`src/rtl/auro_pkt_framer.sv`:
```
// Packs FWFT ADC words and encoder heads into framed AXI-stream packets:
// per sample a header beat plus BEAT_PER_SMP data beats, then one tail beat per packet.
module auro_pkt_framer #(
    parameter int RD_DATA_WD   = 128,
    parameter int HEAD_WD      = 64,
    parameter int BEAT_PER_SMP = 4,
    parameter int PKT_SMP      = 16,
    parameter int FLUSH_TO     = 1024
) (
    input  logic                  clk,
    input  logic                  rst_n,
    input  logic                  cfg_rst,
    input  logic                  adc_fifo_empty,
    input  logic [RD_DATA_WD-1:0] adc_fifo_din,
    output logic                  adc_fifo_rd,
    input  logic [HEAD_WD-1:0]    head_din,
    output logic                  head_rd,
    output logic [RD_DATA_WD-1:0] m_axis_tdata,
    output logic                  m_axis_tvalid,
    output logic                  m_axis_tlast,
    input  logic                  m_axis_tready,
    output logic [31:0]           pkt_cnt,
    output logic                  busy
);

    localparam logic [1:0] IDLE = 2'd0;
    localparam logic [1:0] HDR  = 2'd1;
    localparam logic [1:0] DAT  = 2'd2;
    localparam logic [1:0] TAIL = 2'd3;

    localparam int          BCW        = (BEAT_PER_SMP > 1) ? $clog2(BEAT_PER_SMP) : 1;
    localparam logic [BCW-1:0] BEAT_LAST = BCW'(BEAT_PER_SMP - 1);
    localparam logic [15:0] PKT_SMP_C  = 16'(PKT_SMP);
    localparam logic [31:0] FLUSH_LAST = 32'(FLUSH_TO - 1);
    localparam logic [31:0] HDR_SYNC   = 32'hEB90_55AA;
    localparam logic [31:0] TAIL_SYNC  = 32'hEB90_AA55;

    logic [1:0]            state_q, state_d;
    logic [15:0]           smp_cnt_q, smp_cnt_d;
    logic [BCW-1:0]        beat_cnt_q, beat_cnt_d;
    logic [31:0]           pkt_seq_q, pkt_seq_d;
    logic [31:0]           to_cnt_q, to_cnt_d;
    logic [RD_DATA_WD-1:0] tdata_q;
    logic                  tvalid_q;
    logic                  tlast_q;
    logic [31:0]           pkt_cnt_q;

    logic                  out_free;
    logic                  load;
    logic                  load_last;
    logic [RD_DATA_WD-1:0] load_data;
    logic                  rd_c;
    logic                  hrd_c;

    function automatic logic [RD_DATA_WD-1:0] hdr_beat(input logic [31:0] seq,
                                                       input logic [HEAD_WD-1:0] head);
        logic [RD_DATA_WD-1:0] b;
        b = '0;
        b[RD_DATA_WD-1 -: 32]  = HDR_SYNC;
        b[RD_DATA_WD-33 -: 32] = seq;
        b[HEAD_WD-1:0]         = head;
        return b;
    endfunction

    function automatic logic [RD_DATA_WD-1:0] tail_beat(input logic [31:0] seq,
                                                        input logic [15:0] smp);
        logic [RD_DATA_WD-1:0] b;
        b = '0;
        b[RD_DATA_WD-1 -: 32]  = TAIL_SYNC;
        b[RD_DATA_WD-33 -: 32] = seq;
        b[RD_DATA_WD-65 -: 32] = {16'h0, smp};
        return b;
    endfunction

    assign out_free = !tvalid_q || m_axis_tready;

    always_comb begin
        state_d    = state_q;
        smp_cnt_d  = smp_cnt_q;
        beat_cnt_d = beat_cnt_q;
        pkt_seq_d  = pkt_seq_q;
        to_cnt_d   = to_cnt_q;
        load       = 1'b0;
        load_last  = 1'b0;
        load_data  = '0;
        rd_c       = 1'b0;
        hrd_c      = 1'b0;
        case (state_q)
            IDLE: begin
                // Fresh data outranks an expiring flush timer.
                if (smp_cnt_q == PKT_SMP_C) begin
                    state_d = TAIL;
                end else if (!adc_fifo_empty) begin
                    state_d = HDR;
                end else if (smp_cnt_q != 16'd0 && to_cnt_q == FLUSH_LAST) begin
                    state_d = TAIL;
                end else if (smp_cnt_q != 16'd0) begin
                    to_cnt_d = to_cnt_q + 32'd1;
                end
                if (state_d != IDLE) begin
                    to_cnt_d = '0;
                end
            end
            HDR: begin
                if (out_free) begin
                    load      = 1'b1;
                    load_data = hdr_beat(pkt_seq_q, head_din);
                    state_d   = DAT;
                end
            end
            DAT: begin
                if (out_free && !adc_fifo_empty) begin
                    load      = 1'b1;
                    load_data = adc_fifo_din;
                    rd_c      = 1'b1;
                    // Head entry is retired with the last word so the combined empty stays word-accurate.
                    if (beat_cnt_q == BEAT_LAST) begin
                        hrd_c      = 1'b1;
                        beat_cnt_d = '0;
                        smp_cnt_d  = smp_cnt_q + 16'd1;
                        state_d    = IDLE;
                    end else begin
                        beat_cnt_d = beat_cnt_q + BCW'(1);
                    end
                end
            end
            TAIL: begin
                if (out_free) begin
                    load      = 1'b1;
                    load_last = 1'b1;
                    load_data = tail_beat(pkt_seq_q, smp_cnt_q);
                    smp_cnt_d = '0;
                    pkt_seq_d = pkt_seq_q + 32'd1;
                    state_d   = IDLE;
                end
            end
            default: state_d = IDLE;
        endcase
    end

    always_ff @(posedge clk or negedge rst_n) begin
        if (!rst_n) begin
            state_q    <= IDLE;
            smp_cnt_q  <= '0;
            beat_cnt_q <= '0;
            pkt_seq_q  <= '0;
            to_cnt_q   <= '0;
            tdata_q    <= '0;
            tvalid_q   <= 1'b0;
            tlast_q    <= 1'b0;
            pkt_cnt_q  <= '0;
        end else if (cfg_rst) begin
            state_q    <= IDLE;
            smp_cnt_q  <= '0;
            beat_cnt_q <= '0;
            pkt_seq_q  <= '0;
            to_cnt_q   <= '0;
            tdata_q    <= '0;
            tvalid_q   <= 1'b0;
            tlast_q    <= 1'b0;
            pkt_cnt_q  <= '0;
        end else begin
            state_q    <= state_d;
            smp_cnt_q  <= smp_cnt_d;
            beat_cnt_q <= beat_cnt_d;
            pkt_seq_q  <= pkt_seq_d;
            to_cnt_q   <= to_cnt_d;
            if (load) begin
                tvalid_q <= 1'b1;
                tdata_q  <= load_data;
                tlast_q  <= load_last;
            end else if (m_axis_tready) begin
                tvalid_q <= 1'b0;
                tlast_q  <= 1'b0;
            end
            if (tvalid_q && m_axis_tready && tlast_q) begin
                pkt_cnt_q <= pkt_cnt_q + 32'd1;
            end
        end
    end

    assign adc_fifo_rd   = rd_c && !cfg_rst;
    assign head_rd       = hrd_c && !cfg_rst;
    assign m_axis_tdata  = tdata_q;
    assign m_axis_tvalid = tvalid_q;
    assign m_axis_tlast  = tlast_q;
    assign pkt_cnt       = pkt_cnt_q;
    assign busy          = (state_q != IDLE) || (smp_cnt_q != 16'd0);

endmodule

```
`config.mk`:
```
export PLATFORM = sky130hd
export DESIGN_NAME = auro_pkt_framer
export DESIGN_NICKNAME = d
export VERILOG_FILES = /design/src/rtl/auro_pkt_framer.sv
export SDC_FILE = /design/constraint.sdc
export NUM_CORES = 1
export LEC_CHECK = 0
export ABC_CLOCK_PERIOD_IN_PS = 3100
export CORE_ASPECT_RATIO = 0.6
export CORE_MARGIN = 4
export CORE_UTILIZATION = 48
export DETAILED_ROUTE_END_ITERATION = 10
export PLACE_DENSITY = 0.85
export SETUP_SLACK_MARGIN = 0.1
export SLEW_MARGIN = 20
export SYNTH_ARGS = -nofsm -noshare
export SYNTH_HDL_FRONTEND = slang
export SYNTH_SLANG_ARGS = --single-unit
```
`constraint.sdc`:
```
create_clock -name clk -period 3.1 [get_ports clk]
set_input_delay 0.62 -clock clk [delete_from_list [all_inputs] [get_ports clk]]
set_output_delay 0.62 -clock clk [all_outputs]
set_load 0.005 [all_outputs]
```
==> flow_metrics.tcl, run 1 <==
set metrics [dict create \
    cp.required_ns 2.48 \
    status "complete, no violations" \
    final_layout_size_suffix_gt1_frac 0.0654 \
    cts.sinks 246 \
    synth_edf_count 0 \
    die_h_um 132 \
    cpMaxStageDelayCell "clkdlybuf4s50_1" \
    finalHoldViolCount 0 \
    grt_antenna_before_repair 1 \
    cp_cell_sequence "clkdlybuf4s50_1 > nor2_1 > and3_2 > and3_1 > clkdlybuf4s50_1" \
    grt_pass1_wl_um 68100 \
    worstMarginPinSlew_ns 0.948 \
    gp_congestion 0.958 \
    worstSetupEndpointType "output port" \
    cts_hold_buf 0 \
    route.met3.wl_um 4120 \
    first_iter_violations 1641 \
    crit_type "primary input to output port" \
    ios 362 \
    syn_area_per_cell_um2 9.10 \
    grt_pass1_vias 12010 \
    ant_nets 0 \
    routedWlPerCell_um 21.3 \
    clock_latency_ns 0.52 \
    grt.overflow.total 0 \
    rsz0062_at_grt "no" \
    highest_layer "met4" \
    vdd_drop_max_mv 0.320 \
    die_w_um 215 \
    leakage_nw 6.70 \
    grtUsageTotal 0.293 \
    synth_top_area_frac 0.501 \
    cp-start-kind "primary input" \
    area_delta_synth_final_pct 40.2 \
    core_area_um2 25200 \
    setup-tns-final_ns 0 \
    path_clk_slew_ns 0.06 \
    critPathMaxFanout 2 \
    avgViaCountPerCell 6.16 \
    die_area_um2 28300 \
    powerDensity_nw_per_um2 447 \
    max-slew-margin-rel 0.368 \
    clockBufferDepth 3 \
    crit_top_cell "clkdlybuf4s50_1" \
    rows 45 \
    io_buffers 361 \
    crit_path_max_incr_delay_ns 0.55 \
    hpwlAfterDp_um 30600 \
    syn_nets 1554 \
    yosysSeqAreaShare 0.501 \
    layout.nets 1881 \
    startpoint "adc_fifo_empty" \
    arrival_ns 2.28 \
    hold_class "primary input to async pin" \
    r2r-start "to_cnt_q[0]$_DFFE_PN0P_" \
    ys_ff_latch 246 \
    yosysMostFrequentCell "dfrtp_1" \
    cts_tree "done" \
    num-fill-cells 1898 \
    drv_slew 0 \
    fmax_mhz 345 \
    period_minus_slack_ns 2.90 \
    synthTopCellsByCount "dfrtp_1, nor2_1, nand2_1" \
    initial_core_util 0.487 \
    grt_max_degree 121 \
    num_vias 12479 \
    synth_area_um2 12300 \
    yosysTopAreaCell "dfrtp_1" \
    setup_violations 0 \
    power_mw 7.71 \
    m1WireLength_um 18000 \
    synth_warnings 0 \
    finalCritPeriodShare 0.936 \
    synth.distinct_cells 54 \
    synthCells 1351 \
    wl_met2_um 19700 \
    ys.flop_type "dfrtp_1" \
    h-tree-depth 1 \
    final_util 0.683 \
    numCtsBuffers 24 \
    synth_area_leaders "dfrtp_1, nor2_1, nand2_1" \
    skew_ns 0.00961 \
    first_pass_iters 6 \
    synthArstFlopShare 1.00 \
    routed_wl_um 43100 \
    drc 0 \
    cts_root_buffer "clkbuf_16" \
    maxCapViolCount 0 \
]
## cell type report
| cell class | count | area [um^2] | area share |
|---|---|---|---|
| antenna | 1 | 2.50 | 0.000145 |
| clock buffer | 35 | 713 | 0.0414 |
| clock inverter | 9 | 100 | 0.00581 |
| inverter | 32 | 120 | 0.00697 |
| multi-input combinational | 967 | 5670 | 0.329 |
| sequential | 246 | 6160 | 0.357 |
| tap | 329 | 412 | 0.0239 |
| timing repair buffer | 407 | 4050 | 0.235 |
## report_power, final
| group | total [mW] | internal [mW] | switching (mW) |
|---|---|---|---|
| logic | 1.24 | 0.634 | 0.601 |
| registers | 3.42 | 3.33 | 0.0851 |
| clock network | 3.05 | 1.77 | 1.29 |
| total | 7.71 | 5.73 | 1.97 |
## worst paths after layout
kind | cells after the start | endpoint | slack, ns
setup reg to reg | 6 | to_cnt_q[26]$_DFFE_PN0P_ | 0.53
hold / removal | 1 | pkt_cnt[17]$_DFFE_PN0P_ | 0.07
setup / recovery | 5 | head_rd | 0.20
hold reg to reg | 2 | m_axis_tdata[91]$_DFFE_PN0P_ | 0.52
max in group asynchronous | 2 | smp_cnt_q[0]$_DFFE_PN0P_ | 2.15
min in group clk | 2 | beat_cnt_q[0]$_DFFE_PN0P_ | 0.44
## through the flow
| stage | std cells | hold slack (ns) | instance area, um^2 | setup slack, ns |
|---|---|---|---|---|
| floorplan | 1351 | 0.324 | 12300 | 0.737 |
| finish | 2026 | 0.0709 | 17200 | 0.199 |
| CTS | 2024 | 0.114 | 17200 | 0.150 |
| global placement | 1978 | 0.511 | 16400 | 0.236 |
| detailed placement | 1979 | 0.516 | 16400 | 0.216 |
| global route | 2026 | 0.109 | 17200 | 0.112 |
## flip-flops by register name, indices dropped and copies added, names as in the netlist
register       count
beat_cnt_q         2
m_axis_tdata     128
m_axis_tlast       1
m_axis_tvalid      1
pkt_cnt           32
pkt_seq_q         32
smp_cnt_q         16
state_q            2
to_cnt_q          32
## per-layer routing
metal	GRT usage	up-vias
met1	0.421	6127
met4	0.0799	0
li1	-	5563
met5	0	-
met2	0.453	697
met3	0.0666	92
## placed cells by master, fill, tap and decap left out, types with 6 or more instances in the layout
master and instances:
nor2_1 167, a31oi_1 28, clkbuf_16 25, a22oi_1 32, o211ai_1 8, a21oi_1 85, nor4_1 23, mux2i_1 18
or3_1 12, o21ai_0 64, o31ai_1 22, nand3_1 49, and2_1 9, and4_1 11, xnor2_1 43, clkdlybuf4s50_1 359
a221oi_1 33, xor2_1 10, ha_1 6, buf_12 7, a2111oi_0 6, nor3_1 11, nand4_1 28, or4_1 28
a211oi_1 56, and3_1 14, inv_1 32, buf_4 39, dfrtp_1 244, nand3b_1 7, nand2_1 154
## kinds of logic after synthesis
group,synth area share
fa+ha+maj,0.00611
mux,0.0165
compound gates,0.185
xor+xnor,0.0378
flops,0.501
simple gates,0.211
buf+inv,0.0432
## critical path: cells and delay by family
family,cells,cell delay (ns)
buffers and inverters,2,1.01
and+or+nand+nor,3,0.65
## timing repair
item,4_1_cts,5_1_grt
setup endpoints to repair,1,1
pin swaps,1,1
setup buffers,1,1
resized for setup,5,4
No activity file was read; power rests on OpenSTA's default activity.
==> run 2: changes to the inputs <==
Settings changed: MAX_ROUTING_LAYER set to met4.
==> flow_metrics.tcl, run 2 (same netlist as run 1, synthesis figures left out) <==
set metrics [dict create \
    layout.nets 1878 \
    vdd_drop_max_mv 0.325 \
    critPathMaxFanout 2 \
    max-slew-margin-rel 0.444 \
    r2r_end "to_cnt_q[26]$_DFFE_PN0P_" \
    highest_layer "met4" \
    die_w_um 215 \
    grtUsageTotal 0.299 \
    path_delay_family "buffers and inverters" \
    gp_congestion 0.955 \
    arrival_ns 2.29 \
    hold_ws_ns 0.0557 \
    m1WireLength_um 18500 \
    num-fill-cells 1896 \
    grt_antenna_before_repair 1 \
    cts_tree "done" \
    initial_core_util 0.487 \
    place_area_um2 16300 \
    powerDensity_nw_per_um2 450 \
    skew_ns 0.0168 \
    clockBufferDepth 3 \
    routed_wl_um 42700 \
    numCtsBuffers 24 \
    finalHoldViolCount 0 \
    avgViaCountPerCell 6.12 \
    io_buffers 361 \
    layout_common_cells "clkdlybuf4s50_1, dfrtp_1, nor2_1" \
    largest_reg_flops 128 \
    r2r-start "to_cnt_q[0]$_DFFE_PN0P_" \
    worstSetupEndpointType "output port" \
    num_vias 12390 \
    first_pass_iters 5 \
    hold_class "primary input to async pin" \
    crit_top_cell "clkdlybuf4s50_1" \
    cpMaxStageDelayCell "clkdlybuf4s50_1" \
    core_area_um2 25200 \
    final_layout_size_suffix_gt1_frac 0.0626 \
    crit_path_max_incr_delay_ns 0.55 \
    cts_root_buffer "clkbuf_16" \
    die_h_um 132 \
    status "complete, no violations" \
    rsz0062_at_grt "no" \
    fmax_mhz 344 \
    ant_nets 0 \
    setup_violations 0 \
    hpwlAfterDp_um 30300 \
    grt_pass1_wl_um 67200 \
    route.met3.wl_um 3560 \
    leakage_nw 6.71 \
    period_minus_slack_ns 2.91 \
    rows 45 \
    cp-start-kind "primary input" \
    r2r_slack_ns 0.53 \
    final_common_cell "clkdlybuf4s50_1" \
    drc 0 \
    grt_max_degree 78 \
    grt.overflow.total 0 \
    die_area_um2 28300 \
    setup-tns-final_ns 0 \
    clock_latency_ns 0.53 \
    final_util 0.683 \
    first_iter_violations 1647 \
    routedWlPerCell_um 21.1 \
    crit_type "primary input to output port" \
    drv_slew 0 \
    worstMarginPinSlew_ns 0.834 \
    cp.required_ns 2.48 \
    wl_met2_um 19400 \
    cts_hold_buf 0 \
    grt_pass1_vias 11799 \
    maxCapViolCount 0 \
    r2r_cells 6 \
    finalCritPeriodShare 0.939 \
    cts.sinks 246 \
    ios 362 \
    h-tree-depth 1 \
    path_clk_slew_ns 0.06 \
    critical_path_buf_inv_count 2 \
    cp_cell_sequence "clkdlybuf4s50_1 > nor2_2 > and3_2 > and3_1 > clkdlybuf4s50_1" \
    post-route-cell-area_um2 17200 \
    area_delta_synth_final_pct 40.1 \
]
-- run 2: layout make-up --
type,count,area (um^2),share of cell area
inverters,32,120,0.00697
multi-input cells,967,5670,0.329
clock inverters,4,70.1,0.00407
well taps,329,412,0.0239
clock buffers,40,762,0.0442
flip-flops and latches,246,6160,0.358
diodes,1,2.50,0.000145
repair buffers,404,4030,0.234
-- run 2: routing by layer --
metal  up-vias  GRT usage
met4         0     0.0795
met5         -          -
met1      6071      0.420
met2       664      0.448
li1       5560          -
met3        95     0.0594
-- run 2: what timing repair did --
item	CTS	global route
pin swaps	0	1
buffers inserted	0	1
gates resized for setup	5	3
setup endpoints to repair	1	2
-- run 2: worst register-to-register path, delay by kind of cell (launching register included) --
family,cells,cell delay [ns]
adder cells (fa/ha/maj),1,0.28
AO/OA/AOI/OAI,1,0.17
flip-flops,1,0.44
AND/OR/NAND/NOR,4,1.61
-- run 2: how the worst max path moves through the flow --
stage | from | endpoint | cells past startpoint
2_1_floorplan | m_axis_tready | pkt_seq_q[13]$_DFFE_PN0P_ | 9
3_3_place_gp | adc_fifo_empty | head_rd | 5
3_5_place_dp | m_axis_tready | pkt_cnt[31]$_DFFE_PN0P_ | 7
4_1_cts | smp_cnt_q[0]$_DFFE_PN0P_ | busy | 6
5_1_grt | state_q[0]$_DFFE_PN0P_ | head_rd | 4
6_report | adc_fifo_empty | head_rd | 5
-- run 2: through the flow --
step | setup slack (ns) | total power, mW | cells
2_1_floorplan | 0.737 | 3.91 | 1351
3_3_place_gp | 0.236 | 4.67 | 1977
3_5_place_dp | 0.168 | 4.69 | 1977
4_1_cts | 0.112 | 7.79 | 2021
5_1_grt | 0.130 | 8.04 | 2023
6_report | 0.190 | 7.75 | 2023
-- run 2: report_power, final --
part / internal (mW) / total, mW / switching, mW
clock: 1.84 / 3.11 / 1.27
combinational: 0.630 / 1.22 / 0.595
sequential: 3.33 / 3.42 / 0.0841
==> run 3: changes to the inputs <==
--- a/config.mk
+++ b/config.mk
@@ -12,2 +12,3 @@
 export DETAILED_ROUTE_END_ITERATION = 10
+export HOLD_SLACK_MARGIN = 0.06
 export MAX_ROUTING_LAYER = met4
--- a/constraint.sdc
+++ b/constraint.sdc
@@ -3,2 +3,2 @@
 set_output_delay 0.62 -clock clk [all_outputs]
-set_load 0.005 [all_outputs]
+set_load 0.1 [all_outputs]
==> flow_metrics.tcl, run 3 (same netlist as run 1, synthesis figures left out) <==
set metrics [dict create \
    grt.overflow.total 0 \
    leakage_nw 7.02 \
    die_area_um2 28300 \
    r2r_slack_ns 0.53 \
    clockBufferDepth 3 \
    die_h_um 132 \
    cts_tree "done" \
    status "complete, no violations" \
    grt_antenna_before_repair 1 \
    rows 45 \
    layout_common_cells "dfrtp_1, clkdlybuf4s50_1, buf_4" \
    skew_ns 0.00812 \
    drv_slew 0 \
    area_delta_synth_final_pct 37.4 \
    grt_pass1_vias 11997 \
    routedWlPerCell_um 21.5 \
    worstSetupEndpoint "busy" \
    cts_root_buffer "clkbuf_16" \
    num_vias 12451 \
    worstSetupEndpointType "output port" \
    period_minus_slack_ns 2.90 \
    grt_max_degree 109 \
    ant_nets 0 \
    gp_congestion 0.940 \
    r2r-start "to_cnt_q[0]$_DFFE_PN0P_" \
    grtUsageTotal 0.305 \
    layout.cells.non_filler 2018 \
    die_w_um 215 \
    startpoint "smp_cnt_q[10]$_DFFE_PN0P_" \
    critPathMaxFanout 11 \
    path_clk_slew_ns 0.06 \
    maxCapViolCount 0 \
    num-fill-cells 1978 \
    vdd_drop_max_mv 0.352 \
    fmax_mhz 345 \
    arrival_ns 2.28 \
    r2r_cells 6 \
    avgViaCountPerCell 6.17 \
    hpwlAfterDp_um 30500 \
    finalCritPeriodShare 0.936 \
    rsz0062_at_grt "yes" \
    final_layout_size_suffix_gt1_frac 0.159 \
    cts_hold_buf 0 \
    crit_type "register to output port" \
    final_common_cell "dfrtp_1" \
    first_pass_iters 6 \
    cp.required_ns 2.48 \
    cp-start-kind "register" \
    finalHoldViolCount 0 \
    io_buffers 361 \
    placed_cells 1971 \
    layout.nets 1872 \
    largest_reg_flops 128 \
    core_area_um2 25200 \
    r2r_end "to_cnt_q[26]$_DFFE_PN0P_" \
    max-slew-margin-rel 0.453 \
    grt_pass1_wl_um 68800 \
    hold_class "primary input to async pin" \
    drc 0 \
    cts.sinks 246 \
    setup_violations 0 \
    worstMarginPinSlew_ns 0.821 \
    powerDensity_nw_per_um2 528 \
    routed_wl_um 43400 \
    h-tree-depth 1 \
    ios 362 \
    numCtsBuffers 24 \
    initial_core_util 0.487 \
    power_mw 8.93 \
    clock_latency_ns 0.53 \
    first_iter_violations 1388 \
]
[run 3: cell count changes in the layout (fill, tap and decap cells not counted), sizes merged]
cell	change
clkdlybuf4s50	-164
buf	+159
clkbuf	-8
bufinv	+4
clkinv	+2
clkinvlp	+2
diode	+1
dlymetal6s2s	-1
[run 3: metal layers]
metal / track usage / vias up / part of all wire
met5: - / - / 0
met4: 0.0723 / 0 / 0.030
met1: 0.430 / 6149 / 0.43
li1: - / 5545 / -
met2: 0.454 / 665 / 0.45
met3: 0.0649 / 92 / 0.091
[run 3: per-stage QoR]
step	hold slack [ns]	area [um^2]	utilization	TNS, ns	worst slack, ns
after global placement	0.511	15900	0.631	0	0.162
after global routing	0.133	16900	0.670	0	0.0903
after detailed placement	0.516	15900	0.632	0	0.104
after floorplan	0.324	12300	-	-0.138	-0.138
after CTS	0.116	16900	0.668	0	0.127
final	0.0957	16900	0.670	0	0.197
[run 3: worst min path at each step]
stage,from,end,depth (start not counted)
6_report,rst_n,pkt_cnt[26]$_DFFE_PN0P_,1
5_1_grt,rst_n,pkt_cnt[26]$_DFFE_PN0P_,1
4_1_cts,rst_n,pkt_cnt[18]$_DFFE_PN0P_,1
3_3_place_gp,m_axis_tdata[81]$_DFFE_PN0P_,m_axis_tdata[81]$_DFFE_PN0P_,2
2_1_floorplan,rst_n,beat_cnt_q[0]$_DFFE_PN0P_,0
3_5_place_dp,m_axis_tdata[81]$_DFFE_PN0P_,m_axis_tdata[81]$_DFFE_PN0P_,2
[run 3: cell type report]
type                    instances  area [um^2]  share of cell area
multi-input cells             967         5650               0.335
clock inverters                12          215              0.0127
inverters                      32          120             0.00711
flip-flops and latches        246         6160               0.364
repair buffers                398         3630               0.215
well taps                     329          412              0.0244
diodes                          2         5.00            0.000296
clock buffers                  32          702              0.0416
[run 3: critical path, cell delays in order (launching register included)]
cell and delay, ns:
dfrtp_1 0.47, nor4_1 0.51, and4_4 0.40, nand3b_1 0.17
buf_12 0.21
[run 3: where the power goes]
group | total, mW | switching [mW] | internal (mW)
Sequential | 3.42 | 0.0890 | 3.33
Combinational | 2.10 | 1.51 | 0.587
Clock | 3.40 | 1.31 | 2.09
Total | 8.93 | 2.91 | 6.01
[run 3: timing repair]
action | in CTS | in global routing
endpoints found under the setup margin | 1 | 2
buffers inserted | 0 | 0
resized for setup | 2 | 2
